--- config.mk ---
export PLATFORM = sky130hd
export DESIGN_NAME = network_ejector_vn_buffered
export DESIGN_NICKNAME = d
export VERILOG_FILES = /design/src/rtl/network_ejector_vn_buffered_pkg.sv /design/src/rtl/network_ejector_vn_buffered_if.sv /design/src/rtl/network_ejector_vn_buffered_fifo.sv /design/src/rtl/network_ejector_vn_buffered.sv
export SDC_FILE = /design/constraint.sdc
export NUM_CORES = 1
export LEC_CHECK = 0
export CORE_ASPECT_RATIO = 0.9
export CORE_MARGIN = 5
export CORE_UTILIZATION = 35
export CTS_BUF_LIST = sky130_fd_sc_hd__clkbuf_8
export DETAILED_ROUTE_END_ITERATION = 10
export SLEW_MARGIN = 20
export SYNTH_ARGS = -nofsm -noshare
export SYNTH_HDL_FRONTEND = slang
export SYNTH_HIERARCHICAL = 1
export SYNTH_SLANG_ARGS = --single-unit
--- constraint.sdc ---
create_clock -name clk_i -period 6.4 [get_ports clk_i]
set_input_delay 0.96 -clock clk_i [delete_from_list [all_inputs] [get_ports clk_i]]
set_output_delay 0.96 -clock clk_i [all_outputs]
set_load 0.1 [all_outputs]
--- src/rtl/network_ejector_vn_buffered_pkg.sv ---
// Shared definitions for the multi-VN ejection port.
// Flit type encodings, arbiter states and arbitration helpers.
package network_ejector_vn_buffered_pkg;

  localparam int FLIT_TYPE_W = 2;

  localparam logic [1:0] FLIT_HEADER      = 2'b00;
  localparam logic [1:0] FLIT_PAYLOAD     = 2'b01;
  localparam logic [1:0] FLIT_TAIL        = 2'b10;
  localparam logic [1:0] FLIT_HEADER_TAIL = 2'b11;

  typedef enum logic {
    ARB_IDLE   = 1'b0,
    ARB_LOCKED = 1'b1
  } arb_state_e;

  function automatic logic is_pkt_end(
    input logic [1:0] ty
  );
    return (ty == FLIT_TAIL) ||
           (ty == FLIT_HEADER_TAIL);
  endfunction

  // First requester at or after start,
  // wrapping at n; start if none.
  function automatic int rr_pick(
    input logic [31:0] req,
    input int          start,
    input int          n
  );
    int k;
    rr_pick = start;
    for (int i = n - 1; i >= 0; i--) begin
      k = start + i;
      if (k >= n) k = k - n;
      if (req[k]) rr_pick = k;
    end
  endfunction

endpackage

--- src/rtl/network_ejector_vn_buffered_if.sv ---
// Push/pop handshake between the ejector
// core (master) and one per-VN flit FIFO (slave).
interface network_ejector_vn_buffered_if #(
  parameter int W    = 69,
  parameter int CntW = 3
);
  logic            push;
  logic            pop;
  logic [W-1:0]    wdata;
  logic [W-1:0]    rdata;
  logic            full;
  logic            empty;
  logic [CntW-1:0] count;

  modport master (
    output push, pop, wdata,
    input  rdata, full, empty, count
  );

  modport slave (
    input  push, pop, wdata,
    output rdata, full, empty, count
  );
endinterface

--- src/rtl/network_ejector_vn_buffered_fifo.sv ---
// Per-VN synchronous flit FIFO with registered
// occupancy; the master never pops empty or overfills.
module network_ejector_vn_buffered_fifo #(
  parameter int Width = 69,
  parameter int Depth = 4
) (
  input logic clk_i,
  input logic rst_ni,
  network_ejector_vn_buffered_if.slave fifo
);
  localparam int PtrW = $clog2(Depth);
  localparam int CntW = PtrW + 1;

  logic [Width-1:0] r_mem [Depth];
  logic [PtrW-1:0]  r_wptr;
  logic [PtrW-1:0]  r_rptr;
  logic [CntW-1:0]  r_count;

  // Storage array, written on push.
  always_ff @(posedge clk_i) begin
    if (fifo.push) r_mem[r_wptr] <= fifo.wdata;
  end

  // Pointers and occupancy count.
  always_ff @(posedge clk_i or negedge rst_ni) begin
    if (!rst_ni) begin
      r_wptr  <= '0;
      r_rptr  <= '0;
      r_count <= '0;
    end else begin
      if (fifo.push) r_wptr <= r_wptr + 1'b1;
      if (fifo.pop)  r_rptr <= r_rptr + 1'b1;
      r_count <= r_count
               + CntW'(fifo.push)
               - CntW'(fifo.pop);
    end
  end

  assign fifo.rdata = r_mem[r_rptr];
  assign fifo.count = r_count;
  assign fifo.empty = (r_count == '0);
  assign fifo.full  = (r_count == CntW'(Depth));

endmodule

--- src/rtl/network_ejector_vn_buffered.sv ---
// Multi-VN ejection port: per-VN FIFOs and avail lines,
// packet-atomic round-robin drain onto one stream.
module network_ejector_vn_buffered
  import network_ejector_vn_buffered_pkg::*;
#(
  parameter int NetworkIfFlitWidth               = 64,
  parameter int NetworkIfFlitTypeWidth           = 2,
  parameter int NetworkIfBroadcastWidth          = 1,
  parameter int NetworkIfVirtualNetworkIdWidth   = 2,
  parameter int NetworkIfNumberOfVirtualNetworks = 3,
  parameter int FifoDepth                        = 4,
  localparam int NetworkIfDataWidth =
    NetworkIfFlitWidth + NetworkIfFlitTypeWidth +
    NetworkIfBroadcastWidth +
    NetworkIfVirtualNetworkIdWidth
) (
  input  logic clk_i,
  input  logic rst_ni,
  input  logic network_valid_i,
  output logic [NetworkIfNumberOfVirtualNetworks-1:0]
               network_ready_o,
  input  logic [NetworkIfFlitWidth-1:0]
               network_flit_i,
  input  logic [NetworkIfFlitTypeWidth-1:0]
               network_flit_type_i,
  input  logic [NetworkIfBroadcastWidth-1:0]
               network_broadcast_i,
  input  logic [NetworkIfVirtualNetworkIdWidth-1:0]
               network_virtual_network_id_i,
  output logic valid_o,
  input  logic ready_i,
  output logic [NetworkIfDataWidth-1:0] data_o,
  output logic overflow_o
);
  localparam int NumVn   = NetworkIfNumberOfVirtualNetworks;
  localparam int VnW     = NetworkIfVirtualNetworkIdWidth;
  localparam int DataW   = NetworkIfDataWidth;
  localparam int CntW    = $clog2(FifoDepth) + 1;
  localparam int TypeLsb = NetworkIfFlitWidth;
  localparam logic [CntW-1:0] AvailMax =
    CntW'(FifoDepth - 2);

  logic [DataW-1:0] w_wdata;
  logic             w_vn_ok;
  logic [NumVn-1:0] w_push_req;
  logic [NumVn-1:0] w_push;
  logic [NumVn-1:0] w_pop;
  logic [NumVn-1:0] w_full;
  logic [NumVn-1:0] w_empty;
  logic [DataW-1:0] w_rdata   [NumVn];
  logic [CntW-1:0]  w_count   [NumVn];
  logic [CntW-1:0]  w_occ_nxt [NumVn];
  logic             w_drop;

  logic [NumVn-1:0] r_avail;
  logic             r_ovf;

  arb_state_e       r_state;
  arb_state_e       w_state_nxt;
  logic [VnW-1:0]   r_lock;
  logic [VnW-1:0]   w_lock_nxt;
  logic [VnW-1:0]   r_rr;
  logic [VnW-1:0]   w_rr_nxt;
  logic [VnW-1:0]   w_grant;
  logic [VnW-1:0]   w_grant_inc;
  logic             w_valid;
  logic             w_accept;
  logic [DataW-1:0] w_head;
  logic [1:0]       w_head_type;

  assign w_wdata = {network_virtual_network_id_i,
                    network_broadcast_i,
                    network_flit_type_i,
                    network_flit_i};

  assign w_vn_ok =
    int'(network_virtual_network_id_i) < NumVn;

  // Write demux: qualify pushes; a full FIFO
  // still accepts if it pops the same cycle.
  always_comb begin
    w_push_req = '0;
    w_push     = '0;
    for (int v = 0; v < NumVn; v++) begin
      w_push_req[v] = network_valid_i &&
        (int'(network_virtual_network_id_i) == v);
      w_push[v] = w_push_req[v] &&
        (!w_full[v] || w_pop[v]);
    end
  end

  assign w_drop = network_valid_i &&
    (!w_vn_ok || |(w_push_req & w_full & ~w_pop));

  for (genvar v = 0; v < NumVn; v++) begin : g_vn
    network_ejector_vn_buffered_if #(
      .W    (DataW),
      .CntW (CntW)
    ) u_if ();

    assign u_if.push  = w_push[v];
    assign u_if.pop   = w_pop[v];
    assign u_if.wdata = w_wdata;
    assign w_rdata[v] = u_if.rdata;
    assign w_full[v]  = u_if.full;
    assign w_empty[v] = u_if.empty;
    assign w_count[v] = u_if.count;

    assign w_occ_nxt[v] = w_count[v]
                        + CntW'(w_push[v])
                        - CntW'(w_pop[v]);

    network_ejector_vn_buffered_fifo #(
      .Width (DataW),
      .Depth (FifoDepth)
    ) u_fifo (
      .clk_i  (clk_i),
      .rst_ni (rst_ni),
      .fifo   (u_if.slave)
    );
  end

  // Avail lines keep one slot in reserve for
  // the flit sent while avail is dropping.
  always_ff @(posedge clk_i or negedge rst_ni) begin
    if (!rst_ni) begin
      r_avail <= '1;
    end else begin
      for (int v = 0; v < NumVn; v++)
        r_avail[v] <= (w_occ_nxt[v] <= AvailMax);
    end
  end

  // Sticky overflow: cleared only by reset.
  always_ff @(posedge clk_i or negedge rst_ni) begin
    if (!rst_ni) r_ovf <= 1'b0;
    else if (w_drop) r_ovf <= 1'b1;
  end

  // Arbiter state, lock owner and RR pointer.
  always_ff @(posedge clk_i or negedge rst_ni) begin
    if (!rst_ni) begin
      r_state <= ARB_IDLE;
      r_lock  <= '0;
      r_rr    <= '0;
    end else begin
      r_state <= w_state_nxt;
      r_lock  <= w_lock_nxt;
      r_rr    <= w_rr_nxt;
    end
  end

  // Next state: lock on header pop, release and
  // advance RR when the packet ends. A stalled
  // grant in IDLE pins RR so the output holds.
  always_comb begin
    w_state_nxt = r_state;
    w_lock_nxt  = r_lock;
    w_rr_nxt    = r_rr;
    unique case (1'b1)
      (r_state == ARB_IDLE): begin
        if (w_accept) begin
          if (w_head_type == FLIT_HEADER) begin
            w_state_nxt = ARB_LOCKED;
            w_lock_nxt  = w_grant;
          end else begin
            w_rr_nxt = w_grant_inc;
          end
        end else if (w_valid) begin
          w_rr_nxt = w_grant;
        end
      end
      (r_state == ARB_LOCKED): begin
        if (w_accept && is_pkt_end(w_head_type)) begin
          w_state_nxt = ARB_IDLE;
          w_rr_nxt    = w_grant_inc;
        end
      end
      default: ;
    endcase
  end

  // Grant select, output mux and pop strobes.
  always_comb begin
    w_grant = r_lock;
    if (r_state == ARB_IDLE)
      w_grant = VnW'(rr_pick(32'(~w_empty),
                             int'(r_rr), NumVn));
    w_grant_inc = (int'(w_grant) == NumVn - 1)
                ? '0 : w_grant + 1'b1;
    w_valid     = !w_empty[w_grant];
    w_head      = w_rdata[w_grant];
    w_head_type = w_head[TypeLsb +: FLIT_TYPE_W];
    w_accept    = w_valid && ready_i;
    w_pop       = '0;
    for (int v = 0; v < NumVn; v++)
      w_pop[v] = w_accept && (int'(w_grant) == v);
  end

  assign valid_o         = w_valid;
  assign data_o          = w_valid ? w_head : '0;
  assign network_ready_o = r_avail;
  assign overflow_o      = r_ovf;

endmodule

Word-level counts from Yosys, hierarchy flattened
Memories as Yosys holds them, arrays and structs flattened.
Cells that the tools add are included.
Widths: inputs -> output; s select.
Storage, ports and cells
  flip-flop bits (word level): 30
  bits in writable memories: 828
  input bits: 73
  output and inout bits: 74
  word-level logic and storage cells: 137
  memories: 3
Cells by class
  add/subtract/negate cells: 18
  magnitude comparators: 12
  equality and inequality tests: 12
  multiplexer cells: 41
  bitwise gates (word level): 6
  reductions and logical operators: 31
Memory list
  g_vn[0].u_fifo.r_mem: words 4, width 69, rd ports 1, clocked after Yosys merged registers in 0, wr ports 1, RTL line network_ejector_vn_buffered_fifo.sv:14  | logic [Width-1:0] r_mem [Depth];
  g_vn[1].u_fifo.r_mem: words 4, width 69, rd ports 1, clocked after Yosys merged registers in 0, wr ports 1, RTL line network_ejector_vn_buffered_fifo.sv:14
  g_vn[2].u_fifo.r_mem: words 4, width 69, rd ports 1, clocked after Yosys merged registers in 0, wr ports 1, RTL line network_ejector_vn_buffered_fifo.sv:14
Operators with widths (count)
  $mux 69: 3
  $mux 32: 6
  $bmux 69 s2: 1
  $lt 32x7->1 const B: 3
  $not 3->32: 1
  $mux 2: 9
  $mux 1: 16
  $bmux 1 s5: 3
  $add 2x1->2 const B: 7
  $eq 2x2->1 const B: 6
  $logic_and 1x1->1: 12
  $add 3x1->3: 3
  $eq 3x3->1 const B: 3
  $le 3x2->1 const B: 3
  $logic_not 3->1: 3
  $sub 3x1->3: 3
  $sub 3x2->4 const B: 2
  $and 3x3->3: 2
  $ge 3x2->1 const B: 2
  $logic_not 2->1: 3
  $ne 3x3->1 const B: 2
  $reduce_and 3->1: 2
  $logic_not 1->1: 5
  $logic_or 1x1->1: 5
  other kinds (15): 15

Depth between registers and ports, before layout
  depth in word-level cells: 21
  mapped depth: 19
  depth with buffers taken out: 17

Cells and area by module
The synthesis kept the hierarchy.
Modules (own cells, without submodules)
  network_ejector_vn_buffered_fifo: instances 3, cells an instance 395, area an instance 10421.2 um2, sequential area each 8463.1 um2
  network_ejector_vn_buffered: instances 1, cells an instance 397, area an instance 2977.9 um2, sequential area each 229.0 um2

Least setup slack after synthesis
OpenSTA, ideal clock, no wires.
  kind: flip-flop to flip-flop
  start: register r_rr[1]
  end: memory g_vn[0].u_fifo.r_mem[0][0], enable pin
  library setup time: 434 ps
  arrival time: 4841 ps
  required time: 5966 ps
  slack: 1125 ps
  cell stages (with the launch flop): 14
  buffers on the path: 2
  clock period less this slack: 5275 ps
  path through: dfrtp_1 > inv_1 > ha_1 > buf_6 > nor2b_1 > o22ai_1 > a22o_1 > a2bb2oi_1 > buf_2 > a21oi_1 > nor4_1 > nor2b_1 > nor2b_1 > and2_1
On the way
  cells in the longest elaborated chain, start to end: 20
  elaborated cells between the ends (all ways): 37
  classes of those cells: add/sub (5); order compare (3); mux (23); reduce/logical (6)
Ends and longest elaborated chain
  start, declared: RTL line network_ejector_vn_buffered.sv:62  | logic [VnW-1:0] r_rr;
  start signal, assigned: RTL line network_ejector_vn_buffered.sv:149  | r_rr <= w_rr_nxt;
  $add 2x2->3: RTL line network_ejector_vn_buffered_pkg.sv:34  | k = start + i;
  $sub 3x2->4 or $ge 3x2->1 (tied branches): RTL line network_ejector_vn_buffered_pkg.sv:35  | if (k >= n) k = k - n;
  $mux 32: RTL line network_ejector_vn_buffered_pkg.sv:35
  $mux 32: RTL line network_ejector_vn_buffered.sv:186  | if (r_state == ARB_IDLE)
  $bmux 1 s5: RTL line network_ejector_vn_buffered_pkg.sv:36  | if (req[k]) rr_pick = k;
  $mux 1 (not written as such) (2 in series): RTL line network_ejector_vn_buffered_pkg.sv:36
  $mux 2 (2 in series): RTL line network_ejector_vn_buffered_pkg.sv:36
  $mux 2 *: RTL line network_ejector_vn_buffered_pkg.sv:36
  (+4 left out)
  $logic_and 1x1->1: RTL line network_ejector_vn_buffered.sv:194  | w_accept = w_valid && ready_i;
  $logic_and 1x1->1 *: RTL line network_ejector_vn_buffered.sv:197  | w_pop[v] = w_accept && (int'(w_grant) == v);
  net g_vn[0].u_if.pop: RTL line network_ejector_vn_buffered_if.sv:8  | logic pop;
  $logic_or 1x1->1 *: RTL line network_ejector_vn_buffered.sv:88  | (!w_full[v] || w_pop[v]);
  $logic_and 1x1->1 *: RTL line network_ejector_vn_buffered.sv:87  | w_push[v] = w_push_req[v] &&
  net g_vn[0].u_if.push: RTL line network_ejector_vn_buffered_if.sv:7  | logic push;
  $mux 1 *: RTL line network_ejector_vn_buffered_fifo.sv:21  | if (fifo.push) r_mem[r_wptr] <= fifo.wdata;
  $mux 1 (not written as such) *: RTL line network_ejector_vn_buffered_fifo.sv:21
  end, declared: RTL line network_ejector_vn_buffered_fifo.sv:14
Mark *: on every way through the listed nets, which the timed path passes. The rest lies on a longest branch. The select of a mux whose other input is x is not followed.

Worst setup path after layout
  start: register g_vn[1].u_fifo.r_count[1]
  end: output port data_o[31]
On the way
  cells in the longest elaborated chain, start to end: 14
  elaborated cells between the ends (all ways): 22
  classes of those cells: mux (19); bitwise (2); reduce/logical (1)
Ends and longest elaborated chain
  start, declared: RTL line network_ejector_vn_buffered_fifo.sv:17  | logic [CntW-1:0] r_count;
  start signal, assigned: RTL line network_ejector_vn_buffered_fifo.sv:33  | r_count <= r_count
  $logic_not 3->1 *: RTL line network_ejector_vn_buffered_fifo.sv:41  | assign fifo.empty = (r_count == '0);
  net g_vn[1].u_if.empty: RTL line network_ejector_vn_buffered_if.sv:12  | logic empty;
  $not 3->32: RTL line network_ejector_vn_buffered.sv:187  | w_grant = VnW'(rr_pick(32'(~w_empty),
  $bmux 1 s5: RTL line network_ejector_vn_buffered_pkg.sv:36
  $mux 1 (not written as such) (2 in series): RTL line network_ejector_vn_buffered_pkg.sv:36
  $mux 2 (3 in series): RTL line network_ejector_vn_buffered_pkg.sv:36
  $mux 2: RTL line network_ejector_vn_buffered.sv:186
  $not 2->3 (not written as such): RTL line network_ejector_vn_buffered.sv:192  | w_head = w_rdata[w_grant];
  $bmux 69 s2: RTL line network_ejector_vn_buffered.sv:192
  $mux 69 (not written as such) (2 in series): RTL line network_ejector_vn_buffered.sv:192
  $mux 69 *: RTL line network_ejector_vn_buffered.sv:201  | assign data_o = w_valid ? w_head : '0;
  end, declared: RTL line network_ejector_vn_buffered.sv:32  | output logic [NetworkIfDataWidth-1:0] data_o,
Marked as above.

==> impl_metrics.toml <==
[cts]
htreeDepth = 4
clkSinkCount = 858
clock_path_buffers = 3
cts.reportedPaths.clkPinSlew_ns = 0.06
cts_tree = "done"
cts_buffers = 139
clk-insertion-delay-late_ns = 0.79
cts_root_buf = "clkbuf_8"

[drt]
antenna_left = 0
vias_per_cell = 5.284
drc = 0
drt_iter0_markers = 1609
wl_per_cell_um = 26.01
drt-total-wl_um = 83130
drt_first_pass_iters = 6
vias = 16890

[floorplanning]
start_util = 0.3539
coreArea_mm2 = 0.09675
design.die.area_mm2 = 0.1042
fp-row-count = 108
die_h_um = 306.7
die_w_um = 339.7
ioPinCount = 147

[final_layout]
layoutNonFillerInstCount = 3196
layout_common_cells = "edfxtp_1 (828), mux4_2 (204), clkbuf_8 (144), buf_4 (100), inv_1 (89)"
drive_gt1_frac = 0.3053
fill_cells = 8497
syn_to_final_growth_pct = 15.37
nNetsFinal = 1942
post-route-util = 0.4083
final_common_cell = "edfxtp_1"
seq_area_mm2 = 0.02564
multi_input_area_mm2 = 0.007853

[place]
dp_cells = 2951
routabilityCongestion = 0.7741
hpwl_um = 42920
io_buffers = 146

[timing]
fin_tns_setup_ns = 0
finalHoldViolCount = 0
worst_pin_slew_ns = 1.094
slew_headroom = 0.2704
finClkSkew_ns = 0.04232
setup_violations = 0
fin_crit_sh = 0.9627
hold_slack_ns = 0.5142
max_freq_mhz = 162.3
rsz0062_at_grt = "no"
finalMaxSlewViolations = 0
period_minus_slack_ns = 6.161

[hold_path]
holdCritStartpoint = "r_lock[0]"
worstHoldPathType = "reg2reg"

[setup_path]
crit_path_start = "g_vn[1].u_fifo/fifo.count[1]"
cp.required_ns = 5.44
crit_path_max_fanout = 18
rr_startpoint = "g_vn[1].u_fifo/fifo.count[1]"
cp-start-kind = "register"
arrival_ns = 5.20
crit_path_end_kind = "output pin"
worstSetupPathType = "reg2out"

[logic_synthesis]
async_flop_share = 0.03497
yosysSeqAreaShare = 0.7482
synth_ff_type = "edfxtp_1"
synth_cell_types = 62
synthTopCellsByArea = "edfxtp_1 (73%), mux4_2 (13%), mux2_2 (2.3%), dfrtp_1 (2.0%), a22oi_1 (1.5%)"
synth-edff-count = 828
syn_avg_cell_area_um2 = 21.64
yosys.area_share.simple = 0.02065
synth_mux_area_frac = 0.1607
synth-xor-area-share = 0.005371
synth_top_family_by_area = "multiplexers"
synth_top_cell_by_area = "edfxtp_1"
netlist_area_mm2 = 0.03424
synth_nets = 1691
ys.warnings.count = 6
synth-compound-area-share = 0.02481
synth_top_area_share = 0.7261
postSynthCellCount = 1582
ys_ff_latch = 858
synthAdderAreaFrac = 0.01447

[global_route]
grt_pass1_wl_um = 119100
antenna_found_initial = 8
grt_pass1_vias = 18030
grt_start_max_net_pins = 73
grt.total_usage = 0.1537
grt_remaining_overflow = 0

[run]
max_cap_violations = 0

[outcome]
status = "completed"
path summary, 6_finish.rpt:
| check | to | slack (ns) | depth (start not counted) |
|---|---|---|---|
| min in group asynchronous | g_vn[1].u_fifo/fifo.count[2] | 0.59 | 2 |
| hold reg to reg | r_lock[0] | 0.51 | 1 |
| setup reg to reg | g_vn[0].u_fifo/r_mem[1][20] | 1.25 | 14 |
| max in group asynchronous | g_vn[2].u_fifo/r_rptr[0] | 5.46 | 2 |
| setup / recovery | data_o[31] | 0.24 | 9 |
| hold / removal | r_lock[0] | 0.51 | 1 |
logic make-up (layout without fill, tap and decap cells):
logic type	Yosys count	count (layout)
simple gates	147	150
mux	281	281
xor+xnor	21	21
other cells	0	2
flops	858	858
compound gates	115	115
buf+inv	124	468
fa+ha+maj	36	36
worst max-delay path, cell delays in order (launching register included):
cell and delay (ns):
dfrtp_1 0.44, nor3_1 0.75, a21boi_1 0.26, a2111oi_4 0.45, o2111a_2 0.34, o21ai_0 0.11
a21oi_1 0.81, or3_2 0.77, nor2_1 0.18, buf_4 0.28
synth_stat cells, types with 15 or more instances:
library cell / instances
nand2_1: 19
mux4_2: 204
clkbuf_1: 16
edfxtp_1: 828
buf_12: 21
buf_2: 36
nor2_1: 72
and2_1: 15
dfrtp_1: 27
mux2_2: 69
ha_1: 30
a22oi_1: 67
inv_1: 43
metal layers:
metal,part of all wire,up-vias,global-route usage
li1,-,7068,-
met1,0.43,9093,0.2061
met2,0.49,599,0.2547
met3,0.062,121,0.03543
met4,0.017,6,0.04284
met5,0.00041,-,0
flip-flops by register name, summed over array words and instances (netlist names):
signal                  count
g_vn.u_fifo/r_mem         828
g_vn.u_fifo/fifo.count      9
g_vn.u_fifo/r_rptr          6
g_vn.u_fifo/r_wptr          6
network_ready_o             3
r_lock                      2
r_rr                        2
overflow_o                  1
r_state                     1
final cells by class:
class                   count  area share
multi-input cells         603      0.1988
repair buffers            188     0.04431
clock buffers             144     0.05017
flip-flops and latches    858      0.6490
inverters                  43    0.004086
diodes                      2   0.0001267
well taps                1265     0.04006
clock inverters            93     0.01343
what timing repair did:
| item | 4_1_cts | 5_1_grt |
|---|---|---|
| gates cloned | 0 | 3 |
| setup endpoints to repair | 7 | 26 |
| pin swaps | 1 | 2 |
| setup buffers | 0 | 2 |
| hold buffers | 0 | 0 |
| gates resized for setup | 2 | 3 |
metrics by stage:
stage	setup WS (ns)	area, um^2
CTS	0.07079	39400
global placement	0.9656	36870
detailed placement	0.7986	36870
floorplan	1.125	34240
global route	0.1002	39510
finish	0.2389	39510
Power is left out: the tool's default activity adds up to more than one toggle a clock period on the data nets, which glitch-free logic cannot reach.
